==> src/rtl/imem_dmem_arbiter_pkg.sv <==
// Shared types for the fetch/data memory arbiter: read owner tag and the
// per-read tag record kept in issue order.
package mem_arb_pkg;

    localparam int ARB_ADDR_W = 32;
    localparam int ARB_DATA_W = 32;

    typedef enum logic {
        OWN_FETCH = 1'b0,
        OWN_DATA  = 1'b1
    } owner_e;

    typedef struct packed {
        owner_e                  owner;
        logic [ARB_ADDR_W-1:0]   addr;
    } arb_tag_t;

endpackage

==> src/rtl/imem_dmem_arbiter_if.sv <==
// Bundle of the core fetch port, core data port, memory port and status.
// The arbiter is the slave; the environment (core + memory) is the master.
interface imem_dmem_arbiter_if #(
    parameter int ADDR_W = 32,
    parameter int DATA_W = 32
);
    logic              if_req_i;
    logic [ADDR_W-1:0] if_addr_i;
    logic              if_gnt_o;
    logic              if_rvalid_o;
    logic [ADDR_W-1:0] if_raddr_o;
    logic [DATA_W-1:0] if_rdata_o;

    logic              d_req_i;
    logic              d_we_i;
    logic [ADDR_W-1:0] d_addr_i;
    logic [DATA_W-1:0] d_wdata_i;
    logic              d_gnt_o;
    logic              d_rvalid_o;
    logic [DATA_W-1:0] d_rdata_o;

    logic              mem_req_o;
    logic              mem_we_o;
    logic [ADDR_W-1:0] mem_addr_o;
    logic [DATA_W-1:0] mem_wdata_o;
    logic              mem_ready_i;
    logic              mem_rvalid_i;
    logic [DATA_W-1:0] mem_rdata_i;

    logic              err_o;

    modport slave (
        input  if_req_i, if_addr_i, d_req_i, d_we_i, d_addr_i, d_wdata_i,
               mem_ready_i, mem_rvalid_i, mem_rdata_i,
        output if_gnt_o, if_rvalid_o, if_raddr_o, if_rdata_o,
               d_gnt_o, d_rvalid_o, d_rdata_o,
               mem_req_o, mem_we_o, mem_addr_o, mem_wdata_o, err_o
    );

    modport master (
        output if_req_i, if_addr_i, d_req_i, d_we_i, d_addr_i, d_wdata_i,
               mem_ready_i, mem_rvalid_i, mem_rdata_i,
        input  if_gnt_o, if_rvalid_o, if_raddr_o, if_rdata_o,
               d_gnt_o, d_rvalid_o, d_rdata_o,
               mem_req_o, mem_we_o, mem_addr_o, mem_wdata_o, err_o
    );

endinterface

==> src/rtl/imem_dmem_arbiter_tag_fifo.sv <==
// Synchronous FIFO of read tags in issue order; DEPTH must be a power of two
// so the pointers wrap naturally.
module arb_tag_fifo
    import mem_arb_pkg::*;
#(
    parameter  int DEPTH = 4,
    localparam int PTR_W = $clog2(DEPTH),
    localparam int CNT_W = PTR_W + 1
) (
    input  logic     clk_i,
    input  logic     rst_i,
    input  logic     push_i,
    input  arb_tag_t push_data_i,
    input  logic     pop_i,
    output arb_tag_t pop_data_o,
    output logic     full_o,
    output logic     empty_o
);

    arb_tag_t         r_mem [DEPTH];
    logic [PTR_W-1:0] r_wr_ptr;
    logic [PTR_W-1:0] r_rd_ptr;
    logic [CNT_W-1:0] r_count;
    logic             w_push;
    logic             w_pop;

    assign full_o     = (r_count == CNT_W'(DEPTH));
    assign empty_o    = (r_count == {CNT_W{1'b0}});
    assign w_push     = push_i && !full_o;
    assign w_pop      = pop_i && !empty_o;
    assign pop_data_o = r_mem[r_rd_ptr];

    // Tag storage needs no reset: count gates every read of it.
    always_ff @(posedge clk_i) begin
        if (w_push) begin
            r_mem[r_wr_ptr] <= push_data_i;
        end
    end

    // Pointer and occupancy bookkeeping.
    always_ff @(posedge clk_i) begin
        if (rst_i) begin
            r_wr_ptr <= {PTR_W{1'b0}};
            r_rd_ptr <= {PTR_W{1'b0}};
            r_count  <= {CNT_W{1'b0}};
        end else begin
            if (w_push) begin
                r_wr_ptr <= r_wr_ptr + PTR_W'(1);
            end
            if (w_pop) begin
                r_rd_ptr <= r_rd_ptr + PTR_W'(1);
            end
            case ({w_push, w_pop})
                2'b10:   r_count <= r_count + CNT_W'(1);
                2'b01:   r_count <= r_count - CNT_W'(1);
                default: r_count <= r_count;
            endcase
        end
    end

endmodule

==> src/rtl/imem_dmem_arbiter.sv <==
// Shares one single-ported memory between fetch and data ports: data-first
// arbitration with a starvation override, in-order response routing by tag.
module imem_dmem_arbiter
    import mem_arb_pkg::*;
#(
    parameter int ADDR_W          = ARB_ADDR_W,
    parameter int DATA_W          = ARB_DATA_W,
    parameter int MAX_OUTSTANDING = 4,
    parameter int STARVE_LIMIT    = 3
) (
    input logic                clk_i,
    input logic                rst_i,
    imem_dmem_arbiter_if.slave bus
);

    localparam int SC_W = $clog2(STARVE_LIMIT + 1);

    logic              w_full;
    logic              w_empty;
    logic              w_if_elig;
    logic              w_d_elig;
    logic              w_if_gnt;
    logic              w_d_gnt;
    logic              w_push;
    logic              w_pop;
    arb_tag_t          w_push_tag;
    arb_tag_t          w_pop_tag;
    logic              w_mem_we;
    logic [ADDR_W-1:0] w_mem_addr;
    logic [DATA_W-1:0] w_mem_wdata;

    logic [SC_W-1:0]   r_starve_cnt;
    logic              r_if_rvalid;
    logic [ADDR_W-1:0] r_if_raddr;
    logic [DATA_W-1:0] r_if_rdata;
    logic              r_d_rvalid;
    logic [DATA_W-1:0] r_d_rdata;
    logic              r_err;

    arb_tag_fifo #(.DEPTH(MAX_OUTSTANDING)) u_tag_fifo (
        .clk_i       (clk_i),
        .rst_i       (rst_i),
        .push_i      (w_push),
        .push_data_i (w_push_tag),
        .pop_i       (w_pop),
        .pop_data_o  (w_pop_tag),
        .full_o      (w_full),
        .empty_o     (w_empty)
    );

    // Full comes from the registered count, so a same-cycle pop never frees a slot.
    always_comb begin
        w_if_gnt  = 1'b0;
        w_d_gnt   = 1'b0;
        w_if_elig = bus.if_req_i && !w_full;
        w_d_elig  = bus.d_req_i && (bus.d_we_i || !w_full);
        if (bus.mem_ready_i) begin
            if (w_if_elig && w_d_elig) begin
                if (r_starve_cnt == SC_W'(STARVE_LIMIT)) begin
                    w_if_gnt = 1'b1;
                end else begin
                    w_d_gnt = 1'b1;
                end
            end else begin
                w_if_gnt = w_if_elig;
                w_d_gnt  = w_d_elig;
            end
        end else begin
            w_if_gnt = 1'b0;
            w_d_gnt  = 1'b0;
        end
    end

    // Memory request mux and tag generation for the winner.
    always_comb begin
        w_mem_we         = 1'b0;
        w_mem_addr       = {ADDR_W{1'b0}};
        w_mem_wdata      = {DATA_W{1'b0}};
        w_push_tag.owner = OWN_FETCH;
        w_push_tag.addr  = bus.if_addr_i;
        if (w_d_gnt) begin
            w_mem_we         = bus.d_we_i;
            w_mem_addr       = bus.d_addr_i;
            w_mem_wdata      = bus.d_wdata_i;
            w_push_tag.owner = OWN_DATA;
            w_push_tag.addr  = bus.d_addr_i;
        end else if (w_if_gnt) begin
            w_mem_addr = bus.if_addr_i;
        end else begin
            w_mem_we = 1'b0;
        end
    end

    assign w_push = w_if_gnt || (w_d_gnt && !bus.d_we_i);
    assign w_pop  = bus.mem_rvalid_i && !w_empty;

    // Starvation counter: counts consecutive fetch cycles lost, saturating.
    always_ff @(posedge clk_i) begin
        if (rst_i) begin
            r_starve_cnt <= {SC_W{1'b0}};
        end else if (!bus.if_req_i || w_if_gnt) begin
            r_starve_cnt <= {SC_W{1'b0}};
        end else if (r_starve_cnt != SC_W'(STARVE_LIMIT)) begin
            r_starve_cnt <= r_starve_cnt + SC_W'(1);
        end else begin
            r_starve_cnt <= r_starve_cnt;
        end
    end

    // Response routing; data outputs hold their last value between pulses.
    always_ff @(posedge clk_i) begin
        if (rst_i) begin
            r_if_rvalid <= 1'b0;
            r_if_raddr  <= {ADDR_W{1'b0}};
            r_if_rdata  <= {DATA_W{1'b0}};
            r_d_rvalid  <= 1'b0;
            r_d_rdata   <= {DATA_W{1'b0}};
            r_err       <= 1'b0;
        end else begin
            r_if_rvalid <= w_pop && (w_pop_tag.owner == OWN_FETCH);
            r_d_rvalid  <= w_pop && (w_pop_tag.owner == OWN_DATA);
            if (w_pop && (w_pop_tag.owner == OWN_FETCH)) begin
                r_if_raddr <= w_pop_tag.addr;
                r_if_rdata <= bus.mem_rdata_i;
            end
            if (w_pop && (w_pop_tag.owner == OWN_DATA)) begin
                r_d_rdata <= bus.mem_rdata_i;
            end
            if (bus.mem_rvalid_i && w_empty) begin
                r_err <= 1'b1;
            end
        end
    end

    assign bus.if_gnt_o    = w_if_gnt;
    assign bus.d_gnt_o     = w_d_gnt;
    assign bus.mem_req_o   = w_if_gnt || w_d_gnt;
    assign bus.mem_we_o    = w_mem_we;
    assign bus.mem_addr_o  = w_mem_addr;
    assign bus.mem_wdata_o = w_mem_wdata;
    assign bus.if_rvalid_o = r_if_rvalid;
    assign bus.if_raddr_o  = r_if_raddr;
    assign bus.if_rdata_o  = r_if_rdata;
    assign bus.d_rvalid_o  = r_d_rvalid;
    assign bus.d_rdata_o   = r_d_rdata;
    assign bus.err_o       = r_err;

endmodule
==> src/flat_wrapper.sv <==
// flat-port wrapper written by rule: the top's interface ports become plain ports
module imem_dmem_arbiter_flat import mem_arb_pkg::*;
#(
    parameter int ADDR_W          = ARB_ADDR_W,
    parameter int DATA_W          = ARB_DATA_W,
    parameter int MAX_OUTSTANDING = 4,
    parameter int STARVE_LIMIT    = 3
)
  (clk_i, rst_i, bus_if_req_i, bus_if_addr_i, bus_d_req_i, bus_d_we_i, bus_d_addr_i, bus_d_wdata_i, bus_mem_ready_i, bus_mem_rvalid_i, bus_mem_rdata_i, bus_if_gnt_o, bus_if_rvalid_o, bus_if_raddr_o, bus_if_rdata_o, bus_d_gnt_o, bus_d_rvalid_o, bus_d_rdata_o, bus_mem_req_o, bus_mem_we_o, bus_mem_addr_o, bus_mem_wdata_o, bus_err_o);
  imem_dmem_arbiter_if #(.ADDR_W(ADDR_W), .DATA_W(DATA_W)) bus_i ();
  input logic clk_i;
  input logic rst_i;
  input wire logic [$bits(bus_i.if_req_i)-1:0] bus_if_req_i;
  input wire logic [$bits(bus_i.if_addr_i)-1:0] bus_if_addr_i;
  input wire logic [$bits(bus_i.d_req_i)-1:0] bus_d_req_i;
  input wire logic [$bits(bus_i.d_we_i)-1:0] bus_d_we_i;
  input wire logic [$bits(bus_i.d_addr_i)-1:0] bus_d_addr_i;
  input wire logic [$bits(bus_i.d_wdata_i)-1:0] bus_d_wdata_i;
  input wire logic [$bits(bus_i.mem_ready_i)-1:0] bus_mem_ready_i;
  input wire logic [$bits(bus_i.mem_rvalid_i)-1:0] bus_mem_rvalid_i;
  input wire logic [$bits(bus_i.mem_rdata_i)-1:0] bus_mem_rdata_i;
  output wire logic [$bits(bus_i.if_gnt_o)-1:0] bus_if_gnt_o;
  output wire logic [$bits(bus_i.if_rvalid_o)-1:0] bus_if_rvalid_o;
  output wire logic [$bits(bus_i.if_raddr_o)-1:0] bus_if_raddr_o;
  output wire logic [$bits(bus_i.if_rdata_o)-1:0] bus_if_rdata_o;
  output wire logic [$bits(bus_i.d_gnt_o)-1:0] bus_d_gnt_o;
  output wire logic [$bits(bus_i.d_rvalid_o)-1:0] bus_d_rvalid_o;
  output wire logic [$bits(bus_i.d_rdata_o)-1:0] bus_d_rdata_o;
  output wire logic [$bits(bus_i.mem_req_o)-1:0] bus_mem_req_o;
  output wire logic [$bits(bus_i.mem_we_o)-1:0] bus_mem_we_o;
  output wire logic [$bits(bus_i.mem_addr_o)-1:0] bus_mem_addr_o;
  output wire logic [$bits(bus_i.mem_wdata_o)-1:0] bus_mem_wdata_o;
  output wire logic [$bits(bus_i.err_o)-1:0] bus_err_o;
  assign bus_i.if_req_i = bus_if_req_i;
  assign bus_i.if_addr_i = bus_if_addr_i;
  assign bus_i.d_req_i = bus_d_req_i;
  assign bus_i.d_we_i = bus_d_we_i;
  assign bus_i.d_addr_i = bus_d_addr_i;
  assign bus_i.d_wdata_i = bus_d_wdata_i;
  assign bus_i.mem_ready_i = bus_mem_ready_i;
  assign bus_i.mem_rvalid_i = bus_mem_rvalid_i;
  assign bus_i.mem_rdata_i = bus_mem_rdata_i;
  assign bus_if_gnt_o = bus_i.if_gnt_o;
  assign bus_if_rvalid_o = bus_i.if_rvalid_o;
  assign bus_if_raddr_o = bus_i.if_raddr_o;
  assign bus_if_rdata_o = bus_i.if_rdata_o;
  assign bus_d_gnt_o = bus_i.d_gnt_o;
  assign bus_d_rvalid_o = bus_i.d_rvalid_o;
  assign bus_d_rdata_o = bus_i.d_rdata_o;
  assign bus_mem_req_o = bus_i.mem_req_o;
  assign bus_mem_we_o = bus_i.mem_we_o;
  assign bus_mem_addr_o = bus_i.mem_addr_o;
  assign bus_mem_wdata_o = bus_i.mem_wdata_o;
  assign bus_err_o = bus_i.err_o;
  imem_dmem_arbiter #(.ADDR_W(ADDR_W), .DATA_W(DATA_W), .MAX_OUTSTANDING(MAX_OUTSTANDING), .STARVE_LIMIT(STARVE_LIMIT)) u_core (.clk_i(clk_i), .rst_i(rst_i), .bus(bus_i));
endmodule
==> config.mk <==
export PLATFORM = sky130hd
export DESIGN_NAME = imem_dmem_arbiter_flat
export DESIGN_NICKNAME = d
export VERILOG_FILES = /design/src/rtl/imem_dmem_arbiter_pkg.sv /design/src/rtl/imem_dmem_arbiter_if.sv /design/src/rtl/imem_dmem_arbiter_tag_fifo.sv /design/src/rtl/imem_dmem_arbiter.sv /design/src/flat_wrapper.sv
export SDC_FILE = /design/constraint.sdc
export NUM_CORES = 1
export LEC_CHECK = 0
export CAP_MARGIN = 30
export CELL_PAD_IN_SITES_DETAIL_PLACEMENT = 0
export CELL_PAD_IN_SITES_GLOBAL_PLACEMENT = 1
export CORE_MARGIN = 2
export CORE_UTILIZATION = 39
export DETAILED_ROUTE_END_ITERATION = 6
export GPL_ROUTABILITY_DRIVEN = 0
export PLACE_DENSITY_LB_ADDON = 0.1
export SYNTH_ARGS = -nofsm -noshare
export SYNTH_HDL_FRONTEND = slang
export SYNTH_SLANG_ARGS = --single-unit
export TNS_END_PERCENT = 20
==> constraint.sdc <==
create_clock -name clk_i -period 7.95 [get_ports clk_i]
set_input_delay 2.385 -clock clk_i [delete_from_list [all_inputs] [get_ports clk_i]]
set_output_delay 2.385 -clock clk_i [all_outputs]
set_load 0.02 [all_outputs]
# After elaboration in Yosys (flattened, before gate mapping)
# Memory sizes are Yosys's and may differ from the RTL's. A register that Yosys moved wholly into a read port is not among the register bits.
# Cells that the tools add are included.
[totals]
register_bits = 108
ramBits = 132
input_bits = 135
out_inout_bits = 167
word_cells = 59
mem_count = 1
[op_classes]
n_addsub = 5
n_eq_ne = 5
muxes = 16
bitwise = 1
n_reduce_logical = 21
[memory_table]
columns = ["name", "words", "width", "rd", "rd_ports_with_merged_regs", "write_ports", "line", "text"]
rows = [
  ["u_core.u_tag_fifo.r_mem", 4, 33, 1, 1, 1, "imem_dmem_arbiter_tag_fifo.sv:20", "arb_tag_t r_mem [DEPTH];"],
]
[ops]
columns = ["cell", "n"]
rows = [
  ["two-way mux 32 bit", 3],
  ["two-way mux 33 bit", 1],
  ["logical AND 1 bit", 10],
  ["two-way mux 1 bit", 9],
  ["adder 2 x 1 -> 2 bit, second input constant", 3],
  ["case mux 3 bit (2 select lines)", 1],
  ["== test 2 bit, second input constant", 2],
  ["logical NOT 1 bit", 4],
  ["logical OR 1 bit", 4],
  ["two-way mux 2 bit", 2],
  ["adder 3 x 1 -> 3 bit, second input constant", 1],
  ["== test 3 bit, second input constant", 1],
  ["logical NOT 3 bit", 1],
  ["subtractor 3 x 1 -> 3 bit, second input constant", 1],
  ["== test 2 x 1 -> 1 bit, second input constant", 1],
  ["!= test 2 bit, second input constant", 1],
  ["nonzero test 2 bit", 1],
  ["OR reduction 2 bit", 1],
  ["inverter 1 bit", 1],
]

# Depth between registers and ports, before layout
[depth]
ltp_word = 12
ltp_mapped = 11
ltp_nobuf = 11

# Hierarchy
# Synthesis repeated with hierarchy kept, for this count alone.
[hier_totals]
hier_cells = 841
hier_area_um2 = 9859.5
[modules_own_cells]
columns = ["mod", "instances", "cells_each", "area_each_um2"]
rows = [
  ["arb_tag_fifo", 1, 227, 5296.3],
  ["imem_dmem_arbiter", 1, 614, 4563.1],
]

# Worst setup path after synthesis
# No wires, ideal clock.
[synth_path]
path_type = "input -> output"
start = "input port bus_d_req_i"
end = "output port bus_mem_addr_o[24]"
arrival_ns = 3.647
t_required_ns = 5.565
path_slack_ns = 1.918
stages = 4
path_buffers = 1
path_cell_list = "nor2b_1 -> nor3_2 -> clkbuf_1 -> a22o_1"
[synth_via]
elab_chain_len = 6
[synth_rtl]
columns = ["element", "line", "text"]
rows = [
  ["start, declared", "flat_wrapper.sv:15", "input wire logic [$bits(bus_i.d_req_i)-1:0] bus_d_req_i;"],
  ["logical AND 1 bit", "imem_dmem_arbiter.sv:56", "w_d_elig = bus.d_req_i && (bus.d_we_i || !w_full);"],
  ["logical AND 1 bit", "imem_dmem_arbiter.sv:58", "if (w_if_elig && w_d_elig) begin"],
  ["two-way mux 1 bit", "imem_dmem_arbiter.sv:58", ""],
  ["two-way mux 1 bit", "imem_dmem_arbiter.sv:57", "if (bus.mem_ready_i) begin"],
  ["net bus_if_gnt_o", "flat_wrapper.sv:22", "output wire logic [$bits(bus_i.if_gnt_o)-1:0] bus_if_gnt_o;"],
  ["two-way mux 32 bit", "imem_dmem_arbiter.sv:87", "end else if (w_if_gnt) begin"],
  ["two-way mux 32 bit", "imem_dmem_arbiter.sv:81", "if (w_d_gnt) begin"],
  ["end, declared", "flat_wrapper.sv:31", "output wire logic [$bits(bus_i.mem_addr_o)-1:0] bus_mem_addr_o;"],
]
# The timed path passes the listed nets, and every way through them passes these cells.

# Worst setup path in the final report
[layout_path]
start = "input port bus_if_req_i"
end = "output port bus_mem_addr_o[29]"
[layout_via]
elab_chain_len = 6
[layout_rtl]
columns = ["element", "line", "text"]
rows = [
  ["start, declared", "flat_wrapper.sv:13", "input wire logic [$bits(bus_i.if_req_i)-1:0] bus_if_req_i;"],
  ["logical AND 1 bit *", "imem_dmem_arbiter.sv:55", "w_if_elig = bus.if_req_i && !w_full;"],
  ["logical AND 1 bit", "imem_dmem_arbiter.sv:58", ""],
  ["two-way mux 1 bit", "imem_dmem_arbiter.sv:58", ""],
  ["two-way mux 1 bit", "imem_dmem_arbiter.sv:57", ""],
  ["two-way mux 32 bit", "imem_dmem_arbiter.sv:87", ""],
  ["two-way mux 32 bit *", "imem_dmem_arbiter.sv:81", ""],
]
# Every way passes the cells marked *; elsewhere a longest branch is shown, timed or not.

==> flow_summary.yaml <==
outcome:
  status: "completed"
power:
  p_seq_share_pct: 42.2
  sw_frac_of_total_pct: 28.2
  ir_worst_vdd_v: 0.000137
  total_power_uw: 3550
  pwr-share-clk_pct: 32.0
  internal-power_uw: 2550
  switchingPower_uw: 1000
  pwr_density_cell_mw_per_mm2: 257
  pwr-share-comb_pct: 25.9
  power_leakage_uw: 0.00467
die:
  num_rows: 58
  core_area_mm2: 0.0249
  chipHeight_um: 163
  io_pins: 302
  initial_utilization_pct: 39.4
  fp.dieW_um: 163
  die-area_mm2: 0.0264
worst_setup_path:
  cp-endpoint: "bus_mem_addr_o[29]"
  reg2reg_depth: 6
  worst_ep_arrival_time_ns: 4.47
  r2r_end: "u_core.bus.if_raddr_o[1]"
  crit_start: "bus_if_req_i"
  path_class: "in2out"
  regToRegSetupSlack_ns: 4.78
  start_kind: "input port"
  cp.required_ns: 5.57
  crit_fanout: 20
  worstSetupEndpointType: "output pin"
routing:
  viasPerCell: 4.92
  drtAntennaViolNets: 0
  drc: 0
  drt-initial-drc-count: 354
  wl_um: 24500
  drt-wirelength-per-cell_um: 17.4
  vias: 6954
  firstDrtPassIters: 4
clock_network:
  cts.reportedPaths.clkPinSlew_ns: 0.06
  cts_setup_buffers: 0
  cts-root-buf: "clkbuf_16"
  clockBufferDepth: 3
  postCtsHoldBufs: 0
  htree_levels: 1
  cts_tree: "done"
  clock_latency_ns: 0.51
  cts_resized: 0
  clock-sinks: 242
  cts_inserted_buffers: 25
final_layout:
  drive_above_1_share_pct: 11.1
  diodes: 0
  nets: 1206
  area.growth.synth_to_final_pct: 41.2
synth:
  syn_nets: 922
  syn_area_mm2: 0.00980
  yosysUniqueCellTypes: 36
  ys_seq_area_share_pct: 62.9
  synthCells: 780
  synth.avg_cell_area_um2: 12.6
  synth_seq_cells: 242
  ys.warnings.count: 0
worst_hold_path:
  hp-class: "reg2reg"
sta:
  finalSetupViolCount: 0
  relSlewSlack_pct: 37.1
  hold_viol: 0
  fin_skew_ns: 0.00855
  worst_slew_pin_slew_ns: 0.944
  fin_crit_ns: 6.86
  tns_ns: 0
  drv_slew: 0
  period_share_pct: 86.2
  max_freq_mhz: 146
  grt_setup_unrepaired: "no"
global_route:
  grt.overflow.total: 0
  grt_pass1_vias: 6936
  grt_usage_pct: 18.0
  grt_pass1_wl_um: 37500
  antenna_found_initial: 0
  grt_max_degree: 65
placement:
  hpwl_um: 15900
  portBuffers: 301
flow_run:
  maxCapViolations: 0
final cells by class:
type,instances,area (um^2)
Inverter,8,30.0
Clock inverter,17,158
Multi-Input combinational cell,476,3330
Timing Repair Buffer,311,3100
Clock buffer,28,637
Fill cell,2134,11100
Tap cell,330,413
Sequential cell,242,6170
power by group through the flow:
stage          combinational (uW)  sequential [uW]  clock (uW)
6_report                      918             1500        1130
5_1_grt                      1000             1510        1210
4_1_cts                       939             1500        1160
3_5_place_dp                  936             1530           0
3_3_place_gp                  931             1520           0
2_1_floorplan                 479             1600           0
through the flow:
stage          cells  hold WS, ns  utilization [%]  setup slack (ns)  area [um^2]
2_1_floorplan    780        0.484                -              1.92         9800
3_3_place_gp    1367        0.441             52.4              1.11        13000
3_5_place_dp    1367        0.445             52.4              1.09        13000
4_1_cts         1412        0.453             55.6              1.08        13800
5_1_grt         1412        0.465             55.6              1.00        13800
6_report        1412        0.450             55.6              1.09        13800
registers in the layout, summed over array words and instances (netlist names), named ones only:
signal	count
u_core.u_tag_fifo.r_mem	132
u_core.bus.d_rdata_o	32
u_core.bus.if_raddr_o	32
u_core.bus.if_rdata_o	32
u_core.u_tag_fifo.r_count	3
u_core.r_starve_cnt	2
u_core.u_tag_fifo.r_rd_ptr	2
u_core.u_tag_fifo.r_wr_ptr	2
u_core.bus.d_rvalid_o	1
u_core.bus.err_o	1
u_core.bus.if_rvalid_o	1
how the worst min path moves through the flow:
stage / from / to / slack [ns] / cells after the start
2_1_floorplan: u_core.u_tag_fifo.r_wr_ptr[0] / u_core.u_tag_fifo.r_wr_ptr[0] / 0.48 / 2
3_3_place_gp: u_core.bus.if_raddr_o[10] / u_core.bus.if_raddr_o[10] / 0.44 / 2
3_5_place_dp: u_core.bus.if_raddr_o[18] / u_core.bus.if_raddr_o[18] / 0.45 / 2
4_1_cts: u_core.bus.if_raddr_o[18] / u_core.bus.if_raddr_o[18] / 0.45 / 2
5_1_grt: u_core.bus.d_rdata_o[4] / u_core.bus.d_rdata_o[4] / 0.47 / 2
6_report: u_core.bus.if_raddr_o[1] / u_core.bus.if_raddr_o[1] / 0.45 / 2
metal layers:
metal  global-route usage, %  vias to the layer above  share of wire [%]
met5                       0                        -                  0
met4                    3.78                        0                1.5
met3                    4.48                       27                7.6
met2                    32.2                      243                 49
met1                    22.2                     3339                 42
li1                        -                     3345                  -
cell usage in the layout (no fill, tap or decap), types with 2 or more instances in the layout:
cell             netlist  layout
bufinv_16              0       3
inv_1                  8       8
and3_2                 0       4
o21ai_0                4       4
a21oi_1              101     101
nor4_1                 2       2
nand2_1              195     195
nand3_1                3       3
a22o_1                32      32
clkbuf_1              22       3
nor2_1                 8       8
clkdlybuf4s50_1        0     300
buf_4                  7      10
mux2_1                 3       3
xor2_1                 4       4
clkbuf_16              0      25
ha_1                   6       6
edfxtp_1             132     132
dfxtp_1              110     108
clkinv_2               0       5
mux2_4                29      29
dfxtp_2                0       2
nor3_1                 2       2
and2_1                35      35
clkinv_1               0       7
mux4_2                33      33
synth_stat cells:
cell type    n  area [um^2]
edfxtp_1   132         3960
mux2i_1      1         10.0
nor2_1       8         30.0
xnor2_1      1         8.76
buf_2       20          100
or3_1        1         6.26
or3b_1       1         8.76
buf_6        5         56.3
and3_1       4         25.0
nand3_1      3         15.0
inv_1        8         30.0
buf_4        7         52.6
or2_2        1         6.26
xor2_1       4         35.0
mux2_1       3         33.8
nor3_2       1         10.0
clkbuf_1    22         82.6
o2111a_1     1         11.3
a22o_1      32          280
nor4_1       2         12.5
o31ai_2      1         12.5
a21oi_1    101          505
nand2_1    195          732
mux4_2      33          743
ha_1         6         75.1
nor2b_1      1         6.26
o21a_1       1         7.51
and2_1      35          219
fa_1         1         20.0
dfxtp_1    110         2200
nor3_1       2         10.0
mux2_4      29          435
o21ai_0      4         20.0
nand2b_1     2         12.5
nor3b_1      1         7.51
nor2_4       1         11.3
worst max-delay path: stages:
cell and delay, ns:
clkdlybuf4s50_1 0.43, nand3_1 0.11, o2111a_4 0.41, buf_4 0.33, a22o_1 0.18, clkdlybuf4s50_1 0.60
cells by family (layout without fill, tap and decap cells):
kind of cell    Yosys count  in the layout  synth area share [%]
fa+ha+maj                 7              7                 0.970
buf+inv                  62            364                  3.28
xor+xnor                  5              5                 0.447
flops                   242            242                  62.9
compound gates          140            140                  8.54
simple gates            258            258                  11.4
mux                      66             66                  12.5
Note: power is estimated with default switching activity, not from simulation.
